**src/rtl/min3_triple_loader.sv**
```systemverilog
// min3_triple_loader
//   Groups a serial byte stream into triples and presents each triple as held,
//   registered a/b/c operands for a free-running three-input minimum stage.
//   trip_valid pulses in the first cycle a new triple is visible; min_valid is
//   the same pulse delayed by LAT cycles so it lines up with the min stage's d.
//
// Optional feature (macro MIN3_LOADER_PAD_EN):
//   defined   - flush in S1/S2 publishes the partial triple, padding missing
//               slots with all-ones (neutral for min).
//   undefined - flush discards the staged bytes without publishing.
//
// Ports:
//   clk        in   system clock, rising edge
//   rst_n      in   asynchronous active-low reset
//   in_data    in   stream byte (DW)
//   in_valid   in   in_data valid this cycle
//   in_ready   out  loader can accept (= !flush)
//   flush      in   synchronous abort/close of the partial triple
//   a, b, c    out  registered operands 0/1/2 (DW)
//   trip_valid out  one-cycle pulse: a/b/c show a new triple
//   min_valid  out  one-cycle pulse, LAT cycles after trip_valid
//   fill       out  bytes currently staged (0..2)
//   trip_cnt   out  saturating count of published triples (CNT_W)

module min3_triple_loader #(
    parameter int unsigned DW    = 8,
    parameter int unsigned LAT   = 2,
    parameter int unsigned CNT_W = 16
) (
    input  logic             clk,
    input  logic             rst_n,
    input  logic [DW-1:0]    in_data,
    input  logic             in_valid,
    output logic             in_ready,
    input  logic             flush,
    output logic [DW-1:0]    a,
    output logic [DW-1:0]    b,
    output logic [DW-1:0]    c,
    output logic             trip_valid,
    output logic             min_valid,
    output logic [1:0]       fill,
    output logic [CNT_W-1:0] trip_cnt
);

    localparam logic [1:0] S0 = 2'd0;
    localparam logic [1:0] S1 = 2'd1;
    localparam logic [1:0] S2 = 2'd2;

    logic [1:0]       r_state;
    logic [DW-1:0]    r_sa;
    logic [DW-1:0]    r_sb;
    logic [DW-1:0]    r_a;
    logic [DW-1:0]    r_b;
    logic [DW-1:0]    r_c;
    logic             r_trip_valid;
    logic [LAT-1:0]   r_pipe;
    logic [CNT_W-1:0] r_cnt;

    logic             w_accept;
    logic             w_publish;
    logic [DW-1:0]    w_a_nxt;
    logic [DW-1:0]    w_b_nxt;
    logic [DW-1:0]    w_c_nxt;

    // The min stage samples every cycle, so flush is the only backpressure.
    assign in_ready = !flush;
    assign w_accept = in_valid && !flush;

    always_comb begin
        w_publish = 1'b0;
        w_a_nxt   = r_sa;
        w_b_nxt   = r_sb;
        w_c_nxt   = in_data;
        if (w_accept && (r_state == S2)) begin
            w_publish = 1'b1;
        end
`ifdef MIN3_LOADER_PAD_EN
        else if (flush && (r_state == S1)) begin
            w_publish = 1'b1;
            w_b_nxt   = {DW{1'b1}};
            w_c_nxt   = {DW{1'b1}};
        end else if (flush && (r_state == S2)) begin
            w_publish = 1'b1;
            w_c_nxt   = {DW{1'b1}};
        end
`endif
    end

    always_ff @(posedge clk or negedge rst_n) begin
        if (!rst_n) begin
            r_state      <= S0;
            r_sa         <= '0;
            r_sb         <= '0;
            r_a          <= '0;
            r_b          <= '0;
            r_c          <= '0;
            r_trip_valid <= 1'b0;
            r_pipe       <= '0;
            r_cnt        <= '0;
        end else begin
            r_trip_valid <= w_publish;

            // Delay line aligning min_valid with the downstream registered d.
            r_pipe[0] <= r_trip_valid;
            for (int i = 1; i < LAT; i++) begin
                r_pipe[i] <= r_pipe[i-1];
            end

            if (w_publish) begin
                r_a <= w_a_nxt;
                r_b <= w_b_nxt;
                r_c <= w_c_nxt;
                if (r_cnt != '1) begin
                    r_cnt <= r_cnt + {{(CNT_W-1){1'b0}}, 1'b1};
                end
            end

            if (flush) begin
                r_state <= S0;
            end else if (w_accept) begin
                case (r_state)
                    S0: begin
                        r_sa    <= in_data;
                        r_state <= S1;
                    end
                    S1: begin
                        r_sb    <= in_data;
                        r_state <= S2;
                    end
                    default: r_state <= S0;
                endcase
            end
        end
    end

    assign a          = r_a;
    assign b          = r_b;
    assign c          = r_c;
    assign trip_valid = r_trip_valid;
    assign min_valid  = r_pipe[LAT-1];
    assign fill       = r_state;
    assign trip_cnt   = r_cnt;

endmodule

```
**config.mk**
```make
export PLATFORM = sky130hd
export DESIGN_NAME = min3_triple_loader
export DESIGN_NICKNAME = d
export VERILOG_FILES = /design/src/rtl/min3_triple_loader.sv
export SDC_FILE = /design/constraint.sdc
export NUM_CORES = 1
export LEC_CHECK = 0
export CAP_MARGIN = 20
export CORE_ASPECT_RATIO = 0.6
export CORE_MARGIN = 2
export CORE_UTILIZATION = 40
export DETAILED_ROUTE_END_ITERATION = 8
export GPL_TIMING_DRIVEN = 0
export HOLD_SLACK_MARGIN = 0.1
export PLACE_DENSITY = 0.66
export SYNTH_ARGS = -nofsm -noshare
export SYNTH_HDL_FRONTEND = slang
export SYNTH_SLANG_ARGS = --single-unit
```
**constraint.sdc**
```tcl
create_clock -name clk -period 5 [get_ports clk]
set_input_delay 1 -clock clk [delete_from_list [all_inputs] [get_ports clk]]
set_output_delay 1 -clock clk [all_outputs]
set_load 0.05 [all_outputs]
```
# [Yosys cells after proc, flatten, opt, wreduce, memory -nomap -nowiden]
# Index checks and enable logic that the tools add are counted.
[op_classes] addsub=1 n_eq_ne=3 mux=4 n_bitwise=1 reduce_logical=8
[op_table] operator="$add A16 B1 Y16 const B" count=1
[op_table] operator="$ne A16 B16 Y1 const B" count=1
[op_table] operator="$reduce_and A3 Y1" count=2
[op_table] operator="$mux W2" count=2
[op_table] operator="$pmux W2 S2" count=1
[op_table] operator="$eq A2 B1 Y1 const B" count=1
[op_table] operator="$eq A2 B2 Y1 const B" count=1
[op_table] operator="$logic_and A1 B1 Y1" count=2
[op_table] operator="$logic_not A2 Y1" count=1
[op_table] operator="$reduce_and A2 Y1" count=1
[op_table] operator="$reduce_bool A2 Y1" count=1
[op_table] operator="$logic_not A1 Y1" count=1
[op_table] operator="$mux W1" count=1
[op_table] operator="$not A1 Y1" count=1
[totals] reg_bits=61 inputBits=12 elab_cells=26

# [Depth between registers and ports, before layout]
[logic_depth] depth_word=5 mapped_depth=6 ltp_nobuf=5

# [Least setup slack after synthesis]
# No wires, ideal clock.
[synth_timing] path_kind="input to output" from="input port flush" to="output port in_ready" arrival_time_ps=1304 setup_slack_ps=2696 stages=1 n_path_buf=0 cell_sequence="inv_1"
[synth_via] elab_chain_cells=1
[synth_lines] item="from (decl)" line="35" rtl="input logic flush,"
[synth_lines] item="$logic_not A1 Y1" line="66" rtl="assign in_ready = !flush;"
[synth_lines] item="to (decl)" line="34" rtl="output logic in_ready,"
# Every way passes these cells.

# [Worst setup path in the final report]
# Ends and elaborated chain as after synthesis.

==> summary.md <==
| Metric | Value |
|---|---|
| Outcome | finished clean |
| Area leader, netlist | dfrtp_1 |
| Fin nets | 306 |
| Maximum clock path buffer count | 2 |
| Max Cap Viol | 0 |
| Final setup viols | 0 |
| Synth async-reset ratio | 1.00 |
| Worst setup SP type | input port |
| Remaining DRCs | 0 |
| Critical path fanouts, max | 5 |
| IO Port Bufs | 56 |
| EDFF count, synth | 0 |
| Top Usage Layer GRT | met1 |
| Number of global-route vias before repair | about 1800 |
| Met2 GRT Util | 0.240 |
| Yosys warning count | 0 |
| Largest net degree at the start of global routing | 37 |
| Clock latency on the worst-skew pair | 0.33 ns |
| Crit. End Element | output port |
| Routed WL | between 5 and 6 mm |
| # fillers | 536 |
| Clk Tree Root Cell | clkbuf_8 |
| Top-Level Pins | 57 |
| Via-to-Cell Ratio | 4.87 |
| Hold WC Path Type | flip-flop to flip-flop |
| Syn Area/Cell | between 10 and 15 um2 |
| Final hold vios | 0 |
| Global-route wire length before repair | roughly 9 mm |
| Pre-antenna DRT Iters | 4 |
| Achievable frequency | 294 MHz |
| Synth area leaders | dfrtp_1, nand2_1, mux2_2 |
| Worst path top cell family by delay | buffers and inverters |
| Tmin final | about 3.4 ns |
| Layout area overhead | 34.3% |
| RSZ-0062 raised after global routing | false |
| Post-layout instance area | 3310 um2 |
| Syn nets | 238 |
| Post-Syn Instances | around 230 |
| GRT Overall Usage | 0.176 |
| Worst slew pin tran | approximately 0.57 ns |
| Final global-route overflow total | 0 |
| Top cells by count, synth | nand2_1, dfrtp_1, mux2_2 |
| CORE AREA | between 6000 and 7000 um2 |
| Placer Congestion | 0.828 |
| Crit-path most repeated cell | clkdlybuf4s50_1 |
| Crit path DAT | 2.40 ns |
| GR Util met1 | 0.257 |
| Tcrit/Tclk final | 0.681 |
| DR WL/cell | roughly 14 um |
| Bufs and invs on worst path | 3 |
| Yosys top cell area share | 0.619 |
| Non-filler cells, final | 380 |
| Area post-placement | 3150 um2 |
| Detail Route Antenna Nets | 0 |
| Leakage power | 1.52 nW |
| Power density over the cells | between 400 and 500 nW/um2 |
| Most used DFF post-synth | dfrtp_1 |
| Placed cell count | around 370 |
| CTS buffer count | 9 |
| Routed via count | 1852 |
| CTS tree | yes |
| Peak VDD IR | roughly 0.22 mV |
| Row count | 22 |
| Post-synthesis cell type count | 31 |
| Register bit total from synthesis | between 60 and 70 |
| Most common cell in the netlist | nand2_1 |
| Syn Std Cell Area | between 2000 and 2500 um2 |
| Postcts setup bufs | 0 |
| CP max stage delay | about 0.8 ns |
| Post-CTS resize count | 0 |
| Max Clock Skew | between 0.006 and 0.007 ns |
| Crit path kind | input port to output port |
| Starting Density | 0.409 |
| Register clock-pin slew on the reported worst setup and hold paths | 0.06 ns |
| Sequential element share of the synthesized area | 0.619 |
| Post-DP HPWL | roughly 3.8 mm |
| Initial drt markers | 146 |
| WP data required | about 4.0 ns |
| Initial antenna violation count | 0 |
| Htree depth | 3 |
| Post-CTS Hold Buffers | 0 |
| Met3 Use GR | 0.0523 |
| DIE WIDTH | between 100 and 150 um |
| Chip height | between 60 and 70 um |
| Layout cell share with drive strength beyond 1 | 0.135 |
| Worst slew margin | 0.617 |
| Slack of the worst reg-to-reg path | 3.10 ns |
| Diode count | 0 |
| Critical path, cell by cell | clkdlybuf4s50_1 > inv_1 > clkdlybuf4s50_1 |
| Die area | between 6000 and 7000 um2 |
| Setup Total Neg Slack | 0 ns |
| Max Slew Vio Count | 0 |
| CTS Sinks | 61 |
| Critical-path top delay cell | clkdlybuf4s50_1 |
[final cells by class]
cell class	instances	area (um2)	area share
clock inverters	2	10.0	0.00302
repair buffers	57	576	0.174
multi-input cells	155	902	0.272
inverters	2	7.51	0.00227
clock buffers	12	155	0.0469
plain buffers	7	28.8	0.00869
flip-flops and latches	61	1530	0.461
well taps	84	105	0.0317
[worst paths after layout]
| kind | start | depth (start not counted) | to |
|---|---|---|---|
| worst max-delay path | flush | 3 | in_ready |
| worst min-delay path | r_pipe[0]$_DFF_PN0_ | 0 | r_pipe[1]$_DFF_PN0_ |
| min in group asynchronous | rst_n | 1 | a[0]$_DFFE_PN0P_ |
| worst min register to register | r_pipe[0]$_DFF_PN0_ | 0 | r_pipe[1]$_DFF_PN0_ |
| max in group asynchronous | rst_n | 2 | trip_cnt[9]$_DFFE_PN0P_ |
| worst max register to register | fill[0]$_DFFE_PN0P_ | 4 | trip_cnt[12]$_DFFE_PN0P_ |
[through the flow]
step | setup WS (ns) | power, W | utilization | hold slack (ns)
final | 1.60 | 0.00150 | 0.549 | 0.353
after CTS | 1.60 | 0.00151 | 0.549 | 0.356
after global placement | 0.997 | 0.00112 | 0.519 | 0.334
after detailed placement | 1.60 | 0.00113 | 0.522 | 0.341
after floorplan | 2.70 | 0.000954 | - | 0.331
after global routing | 1.56 | 0.00157 | 0.549 | 0.371
[where the power goes]
part / switching [W] / total [W] / internal (W)
logic: 0.000306 / 0.000472 / 0.000166
clock network: 0.000174 / 0.000374 / 0.000200
registers: 0.0000601 / 0.000651 / 0.000590
[cells by family (layout without fill, tap and decap cells)]
logic type | count (synthesis) | in the layout | share of synthesized area
mux | 20 | 20 | 0.0909
buf+inv | 9 | 80 | 0.0147
flops | 61 | 61 | 0.619
compound gates | 9 | 9 | 0.0239
simple gates | 116 | 116 | 0.214
fa+ha+maj | 1 | 1 | 0.00508
xor+xnor | 9 | 9 | 0.0320
[placed cells by master (no fill, tap or decap), types with 4 or more instances in the layout]
cell,netlist,routed
nand2_1,78,78
dfrtp_1,61,61
clkdlybuf4s50_1,0,55
mux2_2,19,19
clkbuf_8,0,11
nand3_1,10,10
nor2_1,7,7
clkbuf_1,4,5
xnor2_1,5,5
and3_1,5,5
xor2_1,4,4
a21oi_1,4,4
[sequential cells by signal (all words and copies together) (netlist names)]
name        flops
r_sa            8
a               8
trip_cnt       16
trip_valid      1
fill            2
b               8
r_sb            8
c               8
r_pipe          2
[metal layers]
metal | vias to the layer above | part of all wire
met3 | 5 | 0.052
li1 | 885 | -
met4 | 0 | 0.0095
met5 | - | 0
met2 | 54 | 0.41
met1 | 908 | 0.53
Power figures use the tool's default switching activity.
